**src/rtl/sample_byte_packer_if.sv**
```systemverilog
// Handshake and control bundle for sample_byte_packer.
//   start/num_samples/low_res       : run control (in to packer)
//   sample_data/valid/ready         : 12-bit ADC sample stream (in to packer)
//   byte_data/valid/ready           : packed byte stream (out of packer)
//   busy/done                       : run status (out of packer)
// The slave modport is the packer side; master is the driver/consumer side.
interface sample_byte_packer_if #(
  parameter int unsigned pCOUNT_WIDTH = 32
);
  logic                    start;
  logic [pCOUNT_WIDTH-1:0] num_samples;
  logic                    low_res;
  logic [11:0]             sample_data;
  logic                    sample_valid;
  logic                    sample_ready;
  logic [7:0]              byte_data;
  logic                    byte_valid;
  logic                    byte_ready;
  logic                    busy;
  logic                    done;

  modport master (
    output start, num_samples, low_res, sample_data, sample_valid, byte_ready,
    input  sample_ready, byte_data, byte_valid, busy, done
  );

  modport slave (
    input  start, num_samples, low_res, sample_data, sample_valid, byte_ready,
    output sample_ready, byte_data, byte_valid, busy, done
  );
endinterface

```
**src/rtl/sample_byte_packer.sv**
```systemverilog
// Packs 12-bit ADC samples into a byte stream.
//   clk_usb : sole clock, rising edge
//   reset   : synchronous, active-high
//   bus     : sample_byte_packer_if.slave (control, sample stream, byte stream, status)
// low_res=1 emits sample[11:4] per sample; low_res=0 packs two samples into
// three bytes, most significant nibble first, padding an odd final sample
// with a zero nibble.
module sample_byte_packer #(
  parameter int unsigned pCOUNT_WIDTH = 32
) (
  input logic                 clk_usb,
  input logic                 reset,
  sample_byte_packer_if.slave bus
);

  typedef enum logic [1:0] {IDLE, RUN, FLUSH, DONE} state_t;

  state_t                  state, state_next;
  logic [pCOUNT_WIDTH-1:0] remaining;
  logic                    mode;
  logic                    phase;
  logic [3:0]              nibble;
  logic [7:0]              stage [3];
  logic [1:0]              count;
  logic                    rem_zero;
  logic                    xfer;
  logic                    pop;

  assign rem_zero = (remaining == '0);
  // Loads only happen when the staging buffer is empty and pops only when it
  // is not, so the two never coincide.
  assign xfer = bus.sample_valid && bus.sample_ready;
  assign pop  = bus.byte_valid && bus.byte_ready;

  always_ff @(posedge clk_usb) begin
    if (reset) state <= IDLE;
    else       state <= state_next;
  end

  always_comb begin
    state_next       = state;
    bus.sample_ready = 1'b0;
    bus.busy         = 1'b0;
    bus.done         = 1'b0;
    bus.byte_valid   = (count != 2'd0);
    bus.byte_data    = stage[0];
    case (state)
      IDLE: begin
        if (bus.start) state_next = (bus.num_samples == '0) ? DONE : RUN;
      end
      RUN: begin
        bus.busy         = 1'b1;
        bus.sample_ready = !rem_zero && (count == 2'd0);
        if (rem_zero && (count == 2'd0)) state_next = phase ? FLUSH : DONE;
      end
      FLUSH: begin
        bus.busy = 1'b1;
        // phase still set means the pad byte has not been loaded yet
        if (!phase && (count == 2'd0)) state_next = DONE;
      end
      DONE: begin
        bus.done   = 1'b1;
        state_next = IDLE;
      end
      default: state_next = IDLE;
    endcase
  end

  always_ff @(posedge clk_usb) begin
    if (reset) begin
      remaining <= '0;
      mode      <= 1'b0;
      phase     <= 1'b0;
      nibble    <= '0;
      count     <= '0;
      for (int unsigned i = 0; i < 3; i++) stage[i] <= '0;
    end else begin
      if ((state == IDLE) && bus.start) begin
        remaining <= bus.num_samples;
        mode      <= bus.low_res;
        phase     <= 1'b0;
      end

      if (pop) begin
        stage[0] <= stage[1];
        stage[1] <= stage[2];
        count    <= count - 2'd1;
      end

      if (xfer) begin
        remaining <= remaining - pCOUNT_WIDTH'(1);
        if (mode) begin
          stage[0] <= bus.sample_data[11:4];
          count    <= 2'd1;
        end else if (!phase) begin
          stage[0] <= bus.sample_data[11:4];
          nibble   <= bus.sample_data[3:0];
          phase    <= 1'b1;
          count    <= 2'd1;
        end else begin
          stage[0] <= {nibble, bus.sample_data[11:8]};
          stage[1] <= bus.sample_data[7:0];
          phase    <= 1'b0;
          count    <= 2'd2;
        end
      end

      if ((state == FLUSH) && phase) begin
        stage[0] <= {nibble, 4'h0};
        phase    <= 1'b0;
        count    <= 2'd1;
      end
    end
  end

endmodule
```
**src/flat_wrapper.sv**
```systemverilog
// flat-port wrapper written by rule: the top's interface ports become plain ports
module sample_byte_packer_flat 
#(
  parameter int unsigned pCOUNT_WIDTH = 32
)
  (clk_usb, reset, bus_start, bus_num_samples, bus_low_res, bus_sample_data, bus_sample_valid, bus_byte_ready, bus_sample_ready, bus_byte_data, bus_byte_valid, bus_busy, bus_done);
  sample_byte_packer_if #(.pCOUNT_WIDTH(pCOUNT_WIDTH)) bus_i ();
  input logic clk_usb;
  input logic reset;
  input wire logic [$bits(bus_i.start)-1:0] bus_start;
  input wire logic [$bits(bus_i.num_samples)-1:0] bus_num_samples;
  input wire logic [$bits(bus_i.low_res)-1:0] bus_low_res;
  input wire logic [$bits(bus_i.sample_data)-1:0] bus_sample_data;
  input wire logic [$bits(bus_i.sample_valid)-1:0] bus_sample_valid;
  input wire logic [$bits(bus_i.byte_ready)-1:0] bus_byte_ready;
  output wire logic [$bits(bus_i.sample_ready)-1:0] bus_sample_ready;
  output wire logic [$bits(bus_i.byte_data)-1:0] bus_byte_data;
  output wire logic [$bits(bus_i.byte_valid)-1:0] bus_byte_valid;
  output wire logic [$bits(bus_i.busy)-1:0] bus_busy;
  output wire logic [$bits(bus_i.done)-1:0] bus_done;
  assign bus_i.start = bus_start;
  assign bus_i.num_samples = bus_num_samples;
  assign bus_i.low_res = bus_low_res;
  assign bus_i.sample_data = bus_sample_data;
  assign bus_i.sample_valid = bus_sample_valid;
  assign bus_i.byte_ready = bus_byte_ready;
  assign bus_sample_ready = bus_i.sample_ready;
  assign bus_byte_data = bus_i.byte_data;
  assign bus_byte_valid = bus_i.byte_valid;
  assign bus_busy = bus_i.busy;
  assign bus_done = bus_i.done;
  sample_byte_packer #(.pCOUNT_WIDTH(pCOUNT_WIDTH)) u_core (.clk_usb(clk_usb), .reset(reset), .bus(bus_i));
endmodule
```
**config.mk**
```make
export PLATFORM = sky130hd
export DESIGN_NAME = sample_byte_packer_flat
export DESIGN_NICKNAME = d
export VERILOG_FILES = /design/src/rtl/sample_byte_packer_if.sv /design/src/rtl/sample_byte_packer.sv /design/src/flat_wrapper.sv
export SDC_FILE = /design/constraint.sdc
export NUM_CORES = 1
export LEC_CHECK = 0
export BUFFER_PORTS_ARGS = -buffer_cell sky130_fd_sc_hd__buf_2
export CAP_MARGIN = 20
export CORE_MARGIN = 1.5
export CORE_UTILIZATION = 59
export DETAILED_ROUTE_END_ITERATION = 10
export GPL_TIMING_DRIVEN = 0
export PLACE_DENSITY = 0.83
export SLEW_MARGIN = 20
export SYNTH_ARGS = -nofsm -noshare
export SYNTH_HDL_FRONTEND = slang
export SYNTH_SLANG_ARGS = --single-unit
export TNS_END_PERCENT = 20
```
**constraint.sdc**
```tcl
create_clock -name clk_usb -period 4.3 [get_ports clk_usb]
set_input_delay 0.215 -clock clk_usb [delete_from_list [all_inputs] [get_ports clk_usb]]
set_output_delay 0.215 -clock clk_usb [all_outputs]
set_load 0.01 [all_outputs]
```
Word level (Yosys, flattened, before mapping)
Memories as Yosys holds them, arrays and structs flattened.
Index checks and enable logic that the tools add are counted.
W data, S select, Z words.
{ "op_classes": {"n_addsub": 2, "mul": 0, "div": 0, "order_cmp": 0, "eq_ne": 6, "shift": 0, "n_mux": 48, "bitwise": 9, "n_reduce_logical": 21} }
{ "op_table": {"columns": ["cell", "n"], "rows": [
  ["$logic_not A32 Y1", 2],
  ["$mux W32", 2],
  ["$mux W8", 7],
  ["$sub A32 B1 Y32 const B", 1],
  ["$mux W1", 30],
  ["$mux W2", 8],
  ["$pmux W2 S4", 1],
  ["$logic_and A1 B1 Y1", 7],
  ["$or A1 B1 Y1", 7],
  ["$reduce_and A3 Y1", 2],
  ["$reduce_bool A2 Y1", 3],
  ["$eq A2 B2 Y1 const B", 2],
  ["$logic_not A2 Y1", 2],
  ["$ne A2 B1 Y1 const B", 2],
  ["$reduce_or A2 Y1", 2],
  ["$reduce_bool A3 Y1", 1],
  ["$eq A2 B1 Y1 const B", 1],
  ["$logic_not A1 Y1", 2],
  ["$ne A2 B2 Y1 const B", 1],
  ["$not A1 Y1", 2],
  ["$sub A2 B1 Y2 const B", 1]
]} }
{ "word_totals": {"regBits": 42, "latchBits": 0, "mem_bits_rw": 24, "romBits": 0, "inputBits": 50, "out_inout_bits": 12, "mem_count": 1} }
{ "memory_table": {"columns": ["memory", "depth", "width", "rd", "rd_clocked_by_memory_dff", "wr", "line_no", "rtl"], "rows": [
  ["u_core.stage", 3, 8, 3, 0, 3, "sample_byte_packer.sv:23", "logic [7:0] stage [3];"]
]} }

Logic depth before layout (Yosys ltp)
Gate-level depths: netlist (run 1).
{ "logic_depth": {"ltp_word": 12, "mapped_depth": 10} }

Least setup slack after synthesis (run 1)
No wires, ideal clock.
{ "synth_timing": {"kind": "flip-flop to flip-flop", "startpoint": "register u_core.remaining[24]", "endpoint": "memory u_core.stage[0][4], data pin", "setup_ns": 0.256, "arrival_ns": 2.505, "setup_slack_ns": 1.539, "stages_incl_launch_ff": 9, "n_path_buf": 2, "path_cell_list": "dfxtp_1 or4_4 or4_1 buf_6 or3_1 buf_2 a31o_2 a211o_1 o211a_1"} }
{ "synth_lines": {"columns": ["element", "line_no", "rtl"], "rows": [
  ["from (decl)", "sample_byte_packer.sv:19", "logic [pCOUNT_WIDTH-1:0] remaining;"],
  ["from (signal assigned)", "sample_byte_packer.sv:79", "remaining <= bus.num_samples;"],
  ["from (signal assigned)", "sample_byte_packer.sv:91", "remaining <= remaining - pCOUNT_WIDTH'(1);"],
  ["to (decl)", "sample_byte_packer.sv:23", null]
]} }

==> run summary, run 1 <==
Crit path max fanout -> 10
IO Pins -> 62
Clock sink count -> 58
Clock root cell -> clkbuf_8
Pwr/cell area -> 625 mW/mm^2
Fin crit share -> 81.0%
Nets -> 545
Remaining DRCs -> 0
Total wire length -> 10.9 mm
Syn nets -> 474
Largest net degree at the start of global routing -> 12
Global-route wire length before repair -> 16.8 mm
CTS Buffer Depth -> 2
Synth cell count leaders -> dfxtp_1 (42), nor2_1 (36), nand2_1 (33)
Worst vdd ir -> 392 uV
Synth area leader -> dfxtp_1
Leakage -> 0.00169 uW
Total die area -> 0.00648 mm^2
Synth top area share -> 23.7%
Vias in the first global route -> 3461
Worst Clk Skew -> 0.0103 ns
Placed wire-length estimate -> 8.02 mm
#FFs+latches synth -> 58
Register clock-pin slew on the reported worst setup and hold paths -> 0.07 ns
Outcome -> completed
Fillers -> 461
Routed Antenna Nets -> 0
Area contributors post-synth -> dfxtp_1 (24%), edfxtp_1 (14%), nor2_1 (3.8%)
DRT iter0 DRCs -> 478
CP max stage cell -> nor4_1
Delay-heaviest family, CP -> simple AND/OR/NAND/NOR gates
Initial antenna violation count -> 0
Number of synthesized flops with an enable pin -> 16
WP data arrival -> 3.59 ns
Worst setup margin -> 0.815 ns
Final Hold Fails -> 0
Max-capacitance violation count -> 0
Area of the mapped netlist -> 0.00354 mm^2
Tightest Pin Transition -> 0.896 ns
Pre-CTS setup slack -> 0.934 ns
Max Transition Viols Final -> 0
GRT Resource Usage Total -> 34.9%
Hold buffer count at CTS -> 0
Die Width -> 80.5 um
Slew margin rel. -> 39.9%
Core outline area -> 0.00585 mm^2
Ys async rst share -> 0%
H-tree depth -> 3
Die Height -> 80.5 um
Setup tns final -> 0 ns
P&R area growth vs syn -> 17.5%
Syn. warnings -> 0
Crit Path Class -> flip-flop to flip-flop
Placer Congestion -> 1.01
Worst path bufs/invs -> 1
CP required -> 4.41 ns
Final setup viols -> 0
Num rows -> 28
Design Power -> 2600 uW
Maximum clock rate -> 287 MHz
Cell breakdown of the critical path -> nor4_1 > nand3_1 > nor3_4 > clkbuf_1 > nor3_1 > a211o_1 > o211a_1
Crit path time final -> 3.48 ns
Initial DRT Pass Iterations -> 6
DR vias -> 3801
CP startpoint kind -> flip-flop
Leading register cell type out of synthesis -> dfxtp_1
HP Class -> primary input to flip-flop
Register area share after synthesis -> 37.3%
Mapped Cells -> 416
Netlist cell types -> 61
I/O Buffers -> 60
WL/cell -> 19.2 um
Count leader, synth -> dfxtp_1
CTS tree -> yes
Number of CTS-inserted buffers -> 9
Layout cells sized above 1 -> 20.5%
Avg Vias per Cell -> 6.70
RSZ-0062 raised after global routing -> no
Critical Path Max Stage Delay -> 0.74 ns
CP Capture Type -> flip-flop
Post-CTS Setup Bufs -> 0
Initial Util -> 60.5%
Post-Layout Inst Area -> 0.00416 mm^2
Overflow after GRT -> 0
Area post-placement -> 0.00394 mm^2
Mean Syn Cell Area -> 8.51 um^2
Ant. Diodes -> 0
Clk_lat worst skew -> 0.35 ns
Post-cts resize count -> 0
[where the power goes]
part / switching [uW] / total (uW) / internal [uW]
registers: 110 / 805 / 695
logic: 780 / 1230 / 446
clock network: 243 / 568 / 325
total: 1130 / 2600 / 1470
[stage by stage]
stage	util, %	hold WS [ns]	cells
final	71.1	0.0819	567
after global routing	71.1	0.105	567
after CTS	71.0	0.0717	567
after detailed placement	67.3	0.439	551
after global placement	67.3	0.425	551
after floorplan	-	0.314	416
[worst reg2reg max path, cell delays in order, from the launching register on]
cell	delay (ns)
dfxtp_1	0.35
nor4_1	0.74
nand3_1	0.52
nor3_4	0.58
clkbuf_1	0.48
nor3_1	0.14
a211o_1	0.29
o211a_1	0.14
[flip-flops by register name, indices dropped and copies added, names as in the netlist]
name	count
u_core.phase	1
u_core.remaining	32
u_core.stage	16
u_core.mode	1
u_core.count	2
u_core.state	2
u_core.nibble	4
[cells in the final DEF, fill, tap and decap left out, types with 12 or more instances in the layout]
master	count
nor3_1	13
inv_1	12
clkbuf_1	19
o21ai_0	14
a21oi_1	22
nor2_1	36
and3_1	12
edfxtp_1	16
nand2_1	33
nand3_1	16
nor4_1	15
dfxtp_1	42
buf_2	62
[area by class of cell]
| cell class | instances | area (um^2) | share of cell area, % |
|---|---|---|---|
| tap | 75 | 93.8 | 2.26 |
| inverter | 12 | 45.0 | 1.08 |
| multi-input combinational | 314 | 2010 | 48.4 |
| timing repair buffer | 60 | 300 | 7.22 |
| clock buffer | 9 | 124 | 2.98 |
| buffer | 32 | 168 | 4.03 |
| clock inverter | 7 | 93.8 | 2.26 |
| sequential | 58 | 1320 | 31.8 |
[routing by layer]
metal / track usage (%) / vias up / part of all wire (%)
met3: 5.80 / 64 / 11
met1: 42.1 / 1702 / 37
met2: 58.1 / 295 / 47
li1: - / 1740 / -
met4: 20.9 / 0 / 5.0
met5: 0 / - / 0
[worst paths after layout]
check        slack [ns]                  from  cells past startpoint              endpoint
min                0.08   bus_num_samples[10]                      3  u_core.remaining[10]
max reg2reg        0.82  u_core.remaining[15]                      7    u_core.stage[0][6]
max                0.82  u_core.remaining[15]                      7    u_core.stage[0][6]
min reg2reg        0.47  u_core.remaining[18]                      2  u_core.remaining[18]
[cells by family (layout without fill, tap and decap cells)]
| kind of cell | after synthesis | in the layout | share of synthesized area [%] |
|---|---|---|---|
| xor+xnor | 2 | 2 | 0.495 |
| simple gates | 179 | 179 | 27.1 |
| buf+inv | 44 | 120 | 6.01 |
| fa+ha+maj | 8 | 8 | 2.83 |
| compound gates | 114 | 114 | 23.1 |
| mux | 11 | 11 | 3.11 |
| flops | 58 | 58 | 37.3 |
(Power assumes the default switching activity.)
==> inputs of run 2 (changes only) <==
- CORE_UTILIZATION: 59 -> 51
- PLACE_DENSITY: 0.83 -> 0.77
- clock period: 4.3 -> 3.15 ns (I/O delays scaled with it)
==> run 2 against run 1 <==
Global-route usage is 4.4 points lower. Final cell count is 1.4% higher. Final area is 0.33% lower. Critical path type unchanged. Highest routed layer unchanged.
==> run summary, run 2 (synthesized netlist as in run 1, its figures left out) <==
Vias in the first global route -> 3541 (was 3461)
Global-route wire length before repair -> 17.5 mm (was 16.8 mm)
Total wire length -> 11.0 mm (was 10.9 mm)
Clock sink count -> 58 (unchanged)
Area taken by flip-flops and latches -> 0.00132 mm^2 (unchanged)
Tightest Pin Transition -> 0.900 ns (was 0.896 ns)
P&R area growth vs syn -> 17.1% (was 17.5%)
CP Capture Type -> flip-flop (unchanged)
DRT iter0 DRCs -> 474 (was 478)
Commonest non-fill, non-tap cell in the layout -> buf_2 (unchanged)
Maximum clock rate -> 324 MHz (was 287 MHz)
Max Transition Viols Final -> 0 (unchanged)
Met3 wire len -> 1.30 mm (was 1.16 mm)
Slew margin rel. -> 39.6% (was 39.9%)
GRT Resource Usage Total -> 30.5% (was 34.9%)
M1 WL -> 4.63 mm (was 4.08 mm)
Final setup viols -> 0 (unchanged)
DR vias -> 3770 (was 3801)
Num rows -> 30 (was 28)
Avg Vias per Cell -> 6.56 (was 6.70)
Outcome -> completed (unchanged)
Max-capacitance violation count -> 0 (unchanged)
Die Width -> 86.3 um (was 80.5 um)
CP startpoint kind -> flip-flop (unchanged)
Initial Util -> 52.4% (was 60.5%)
Register clock-pin slew on the reported worst setup and hold paths -> 0.07 ns (about the same)
Worst vdd ir -> 339 uV (was 392 uV)
Non-filler cells, final -> 575 (was 567)
I/O Buffers -> 60 (unchanged)
WP data arrival -> 3.35 ns (was 3.59 ns)
Crit path max fanout -> 10 (unchanged)
Initial antenna violation count -> 0 (unchanged)
Post-Layout Inst Area -> 0.00415 mm^2 (was 0.00416 mm^2)
Fillers -> 623 (was 461)
Placed wire-length estimate -> 8.04 mm (was 8.02 mm)
Leakage -> 0.00169 uW (about the same)
Dpl cells -> 556 (was 551)
Worst Clk Skew -> 0.00631 ns (was 0.0103 ns)
Min-Delay Endpoint -> u_core.remaining[24] (was u_core.remaining[10])
Remaining DRCs -> 0 (unchanged)
RSZ-0062 raised after global routing -> yes (was no)
WL/cell -> 19.0 um (was 19.2 um)
Max layer used -> met4 (unchanged)
Cell breakdown of the critical path -> or4_4 > or4_1 > buf_6 > or3_1 > buf_2 > a211oi_2 > nand2_1 > o31ai_1 (was nor4_1 > nand3_1 > nor3_4 > clkbuf_1 > nor3_1 > a211o_1 > o211a_1)
Reg2reg path depth -> 8 (was 7)
Ant. Diodes -> 0 (unchanged)
CTS tree -> yes (unchanged)
Pre-CTS setup slack -> -0.216 ns (was 0.934 ns)
Pwr/cell area -> 813 mW/mm^2 (was 625 mW/mm^2)
Initial DRT Pass Iterations -> 5 (was 6)
Max reg flops -> 32 (unchanged)
Largest net degree at the start of global routing -> 12 (unchanged)
HP Class -> primary input to flip-flop (unchanged)
Final Hold Fails -> 0 (unchanged)
R2r setup slk -> 0.06 ns (was 0.82 ns)
Die Height -> 86.3 um (was 80.5 um)
Nets -> 548 (was 545)
Fin crit share -> 98.1% (was 81.0%)
Crit Path Class -> flip-flop to flip-flop (unchanged)
CTS Buffer Depth -> 2 (unchanged)
Critical R2R Launch -> u_core.remaining[24] (was u_core.remaining[15])
CP required -> 3.41 ns (was 4.41 ns)
Largest register by flop count -> u_core.remaining (unchanged)
HP Start -> bus_num_samples[24] (was bus_num_samples[10])
Met2 WL -> 4.73 mm (was 5.12 mm)
Clk_lat worst skew -> 0.35 ns (about the same)
Crit path time final -> 3.09 ns (was 3.48 ns)
Area post-placement -> 0.00394 mm^2 (about the same)
Commonest cells after routing, fill and taps aside -> buf_2 (62), dfxtp_1 (42), nor2_1 (36) (unchanged)
Worst R2R End -> u_core.remaining[4] (was u_core.stage[0][6])
Biggest regs -> u_core.remaining x32, u_core.stage x16, u_core.nibble x4 (unchanged)
Critical Path Max Stage Delay -> 0.66 ns (was 0.74 ns)
CP max stage cell -> a211oi_2 (was nor4_1)
Number of CTS-inserted buffers -> 9 (unchanged)
Placer Congestion -> 0.900 (was 1.01)
Clock root cell -> clkbuf_8 (unchanged)
Total die area -> 0.00745 mm^2 (was 0.00648 mm^2)
Core outline area -> 0.00676 mm^2 (was 0.00585 mm^2)
IO Pins -> 62 (unchanged)
H-tree depth -> 3 (unchanged)
Overflow after GRT -> 0 (unchanged)
Routed Antenna Nets -> 0 (unchanged)
Worst setup margin -> 0.0591 ns (was 0.815 ns)
Multi-input logic area -> 0.00202 mm^2 (was 0.00201 mm^2)
Hold depth -> 3 (unchanged)
Layout cells sized above 1 -> 21.4% (was 20.5%)
==> run 2: cell count changes in the layout (fill, tap and decap cells not counted) <==
cell / before / now
buf_4: 10 / 13
bufinv_16: 2 / 0
clkinv_2: 2 / 4
clkbuf_2: 0 / 1
clkinv_4: 1 / 0
nor3b_1: 2 / 1
nor3b_2: 0 / 1
nor4_1: 15 / 14
nor4_2: 1 / 2
==> run 2: metrics by stage <==
step | TNS (ns) | utilization, % | total power [uW] | hold WS [ns]
2_1_floorplan | 0 | - | 2250 | 0.256
6_report | 0 | 61.4 | 3370 | 0.0178
5_1_grt | -0.176 | 61.4 | 3580 | 0.0258
3_5_place_dp | -2.88 | 58.3 | 2700 | 0.366
3_3_place_gp | -1.15 | 58.3 | 2660 | 0.365
4_1_cts | 0 | 60.9 | 3300 | 0.00987
==> run 2: routing by layer <==
metal | vias to the layer above | global-route usage [%]
li1 | 1740 | -
met3 | 33 | 7.62
met2 | 251 | 46.3
met4 | 0 | 12.8
met5 | - | 0
met1 | 1746 | 41.6
==> run 2: worst max-delay path by stage <==
stage | start | slack [ns] | to | cells past startpoint
after floorplan | u_core.remaining[24] | 0.39 | u_core.stage[0][4] | 8
after global routing | u_core.remaining[24] | -0.05 | u_core.remaining[4] | 8
after global placement | u_core.remaining[15] | -0.11 | u_core.stage[0][12] | 6
final | u_core.remaining[24] | 0.06 | u_core.remaining[4] | 8
after CTS | u_core.remaining[24] | 0.02 | u_core.stage[0][5] | 8
after detailed placement | u_core.remaining[15] | -0.22 | u_core.stage[0][12] | 6
==> run 2: cell type report <==
| cell class | count | area share (%) |
|---|---|---|
| clock buffers | 10 | 3.08 |
| flip-flops and latches | 58 | 31.9 |
| clock inverters | 6 | 0.845 |
| well taps | 80 | 2.41 |
| repair buffers | 63 | 7.79 |
| plain buffers | 32 | 4.07 |
| multi-input cells | 314 | 48.8 |
| inverters | 12 | 1.09 |
==> run 2: report_power, final <==
| group | internal [uW] | leakage (uW) | total [uW] | switching, uW |
|---|---|---|---|---|
| logic | 619 | 0.00109 | 1670 | 1050 |
| clock network | 279 | 0.0000818 | 597 | 318 |
| registers | 949 | 0.000513 | 1110 | 158 |
| total | 1850 | 0.00169 | 3370 | 1520 |
==> run 2: what timing repair did <==
| item | CTS | global route |
|---|---|---|
| endpoints found under the setup margin | 27 | 26 |
| gates resized for setup | 3 | 1 |
| pin swaps | 0 | 1 |
| buffers inserted | 0 | 3 |
| hold buffers | 0 | 0 |
==> run 2: worst max-delay path, delay by kind of cell, from the launching register on <==
| kind | cells | cell delay, ns |
|---|---|---|
| and+or+nand+nor | 4 | 1.48 |
| AOI/OAI and AO/OA | 2 | 0.75 |
| buffers and inverters | 2 | 0.39 |
| DFF | 1 | 0.38 |
==> inputs of run 3 (changes only) <==
- BUFFER_PORTS_ARGS: -buffer_cell sky130_fd_sc_hd__buf_2 -> unset
- CORE_UTILIZATION: 51 -> 58
- DONT_BUFFER_PORTS: unset -> 1
- PLACE_DENSITY: 0.77 -> 0.76
==> run 3 against run 2 <==
Sequential power barely moved. Via count down 2.3%. Largest cell class unchanged. Core utilization grew 7.9 points. Largest power group unchanged.
==> run summary, run 3 (synthesized netlist as in run 1, its figures left out) <==
Outcome -> completed (unchanged)
Final Hold Fails -> 0 (unchanged)
Layout cells sized above 1 -> 11.5% (was 21.4%)
Global-route wire length before repair -> 16.9 mm (was 17.5 mm)
Clk_lat worst skew -> 0.35 ns (about the same)
HP Start -> bus_num_samples[11] (was bus_num_samples[24])
H-tree depth -> 3 (unchanged)
Initial antenna violation count -> 0 (unchanged)
Nets -> 507 (was 548)
CP required -> 3.21 ns (was 3.41 ns)
Max-capacitance violation count -> 0 (unchanged)
Clock sink count -> 58 (unchanged)
Logic pwr share -> 46.8% (was 49.4%)
Total wire length -> 11.0 mm (about the same)
Biggest regs -> u_core.remaining x32, u_core.stage x16, u_core.nibble x4 (unchanged)
Placed wire-length estimate -> 7.75 mm (was 8.04 mm)
Max Transition Viols Final -> 0 (unchanged)
Ant. Diodes -> 0 (unchanged)
Min-Delay Endpoint -> u_core.remaining[11] (was u_core.remaining[24])
Initial Util -> 59.8% (was 52.4%)
Cell breakdown of the critical path -> or4_4 > or4_1 > buf_6 > nor3_4 > buf_4 > nor2_1 > o21ai_0 > a211oi_1 (was or4_4 > or4_1 > buf_6 > or3_1 > buf_2 > a211oi_2 > nand2_1 > o31ai_1)
Largest net degree at the start of global routing -> 12 (unchanged)
Delay-heaviest family, CP -> simple AND/OR/NAND/NOR gates (unchanged)
Non-filler cells, final -> 529 (was 575)
Worst path bufs/invs -> 2 (unchanged)
Final setup viols -> 0 (unchanged)
Sw frac -> 43.3% (was 45.2%)
CTS Buffer Depth -> 2 (unchanged)
Crit path max fanout -> 10 (unchanged)
Tightest Pin Transition -> 0.905 ns (was 0.900 ns)
Hold depth -> 2 (was 3)
Register clock-pin slew on the reported worst setup and hold paths -> 0.07 ns (about the same)
Placer Congestion -> 0.922 (was 0.900)
Number of CTS-inserted buffers -> 9 (unchanged)
Die Width -> 81.1 um (was 86.3 um)
Worst Clk Skew -> 0.0106 ns (was 0.00631 ns)
Worst Hold Slack -> 0.0147 ns (was 0.0178 ns)
CP max stage cell -> o21ai_0 (was a211oi_2)
WL/cell -> 20.8 um (was 19.0 um)
WP data arrival -> 3.13 ns (was 3.35 ns)
RSZ-0062 raised after global routing -> no (was yes)
Worst setup margin -> 0.0812 ns (was 0.0591 ns)
Pint -> 1980 uW (was 1850 uW)
Maximum clock rate -> 326 MHz (was 324 MHz)
Num rows -> 28 (was 30)
Worst R2R End -> u_core.stage[0][1] (was u_core.remaining[4])
Commonest cells after routing, fill and taps aside -> dfxtp_1 (42), nor2_1 (36), nand2_1 (33) (was buf_2 (62), dfxtp_1 (42), nor2_1 (36))
Avg Vias per Cell -> 6.96 (was 6.56)
Largest register by flop count -> u_core.remaining (unchanged)
Reg2reg path depth -> 8 (unchanged)
Core outline area -> 0.00592 mm^2 (was 0.00676 mm^2)
Leakage -> 0.00156 uW (was 0.00169 uW)
Critical Path Max Stage Delay -> 0.70 ns (was 0.66 ns)
Worst vdd ir -> 501 uV (was 339 uV)
Total die area -> 0.00658 mm^2 (was 0.00745 mm^2)
Pwr/cell area -> 854 mW/mm^2 (was 813 mW/mm^2)
Routed Antenna Nets -> 0 (unchanged)
Dpl cells -> 491 (was 556)
Max reg flops -> 32 (unchanged)
Crit path time final -> 3.07 ns (was 3.09 ns)
HP Class -> primary input to flip-flop (unchanged)
Fillers -> 502 (was 623)
CP Capture Type -> flip-flop (unchanged)
Overflow after GRT -> 0 (unchanged)
P&R area growth vs syn -> 15.7% (was 17.1%)
R2r setup slk -> 0.08 ns (was 0.06 ns)
Crit Path Class -> flip-flop to flip-flop (unchanged)
CP startpoint kind -> flip-flop (unchanged)
Commonest non-fill, non-tap cell in the layout -> dfxtp_1 (was buf_2)
Vias in the first global route -> 3336 (was 3541)
CTS tree -> yes (unchanged)
I/O Buffers -> 0 (was 60)
Share of power burned in registers -> 31.6% (was 32.8%)
Clock power frac -> 21.6% (was 17.7%)
GRT Resource Usage Total -> 34.9% (was 30.5%)
Clock root cell -> clkbuf_8 (unchanged)
NetSw -> 1520 uW (about the same)
Fin crit share -> 97.4% (was 98.1%)
DR vias -> 3684 (was 3770)
Pre-CTS setup slack -> -0.175 ns (was -0.216 ns)
Initial DRT Pass Iterations -> 6 (was 5)
IO Pins -> 62 (unchanged)
Die Height -> 81.1 um (was 86.3 um)
Critical R2R Launch -> u_core.remaining[24] (unchanged)
Remaining DRCs -> 0 (unchanged)
Slew margin rel. -> 39.3% (was 39.6%)
DRT iter0 DRCs -> 456 (was 474)
==> run 3: cell count changes in the layout (fill, tap and decap cells not counted), sizes merged <==
cell and delta:
buf -59, dlygate4sd3 +18, clkinv -1, clkinvlp -1, bufinv +2
==> run 3: per-layer routing <==
layer  track usage, %  vias to the layer above  part of all wire, %
met5                0                        -                    0
met4             15.2                        0                  2.0
met3             8.54                       25                   12
met2             50.9                      256                   45
met1             48.8                     1745                   41
li1                 -                     1658                    -
==> run 3: worst reg2reg max path: cells and delay by family, from the launching register on <==
kind | cells | cell delay, ns
simple gates | 4 | 1.22
buf+inv | 2 | 0.35
compound gates | 2 | 0.84
flops | 1 | 0.37
==> run 3: cell type report <==
| cell class | count | area, um^2 | share of cell area (%) |
|---|---|---|---|
| flip-flops and latches | 58 | 1320 | 32.2 |
| well taps | 75 | 93.8 | 2.29 |
| clock buffers | 10 | 128 | 3.11 |
| multi-input cells | 314 | 2050 | 49.9 |
| inverters | 12 | 45.0 | 1.10 |
| plain buffers | 32 | 171 | 4.18 |
| clock inverters | 6 | 82.6 | 2.02 |
| repair buffers | 22 | 210 | 5.13 |
==> run 3: power groups by stage <==
stage | clock [uW] | combinational [uW] | sequential, uW
CTS | 756 | 1560 | 1100
global placement | 0 | 1490 | 1100
finish | 757 | 1640 | 1100
global route | 790 | 1760 | 1130
detailed placement | 0 | 1520 | 1110
floorplan | 0 | 1180 | 1070
==> run 3: timing repair <==
item,CTS,global route
gates resized for setup,6,5
hold buffers,18,0
pin swaps,1,1
hold endpoints to repair,18,0
buffers inserted,0,4
endpoints found under the setup margin,27,27
==> run 3: per-stage QoR <==
stage	total power [uW]	util (%)	TNS (ns)	area [um^2]
6_report	3500	69.2	0	4100
4_1_cts	3410	68.4	0	4050
3_5_place_dp	2640	61.5	-2.79	3640
3_3_place_gp	2600	61.4	-1.10	3630
2_1_floorplan	2250	-	0	3540
5_1_grt	3680	69.2	0	4100
==> run 3: how the worst max path moves through the flow <==
stage / cells past startpoint / to / from
floorplan: 8 / u_core.stage[0][4] / u_core.remaining[24]
global placement: 6 / u_core.stage[0][11] / u_core.remaining[15]
detailed placement: 6 / u_core.stage[0][9] / u_core.remaining[15]
CTS: 8 / u_core.stage[0][1] / u_core.remaining[24]
global route: 8 / u_core.stage[0][1] / u_core.remaining[24]
finish: 8 / u_core.stage[0][1] / u_core.remaining[24]
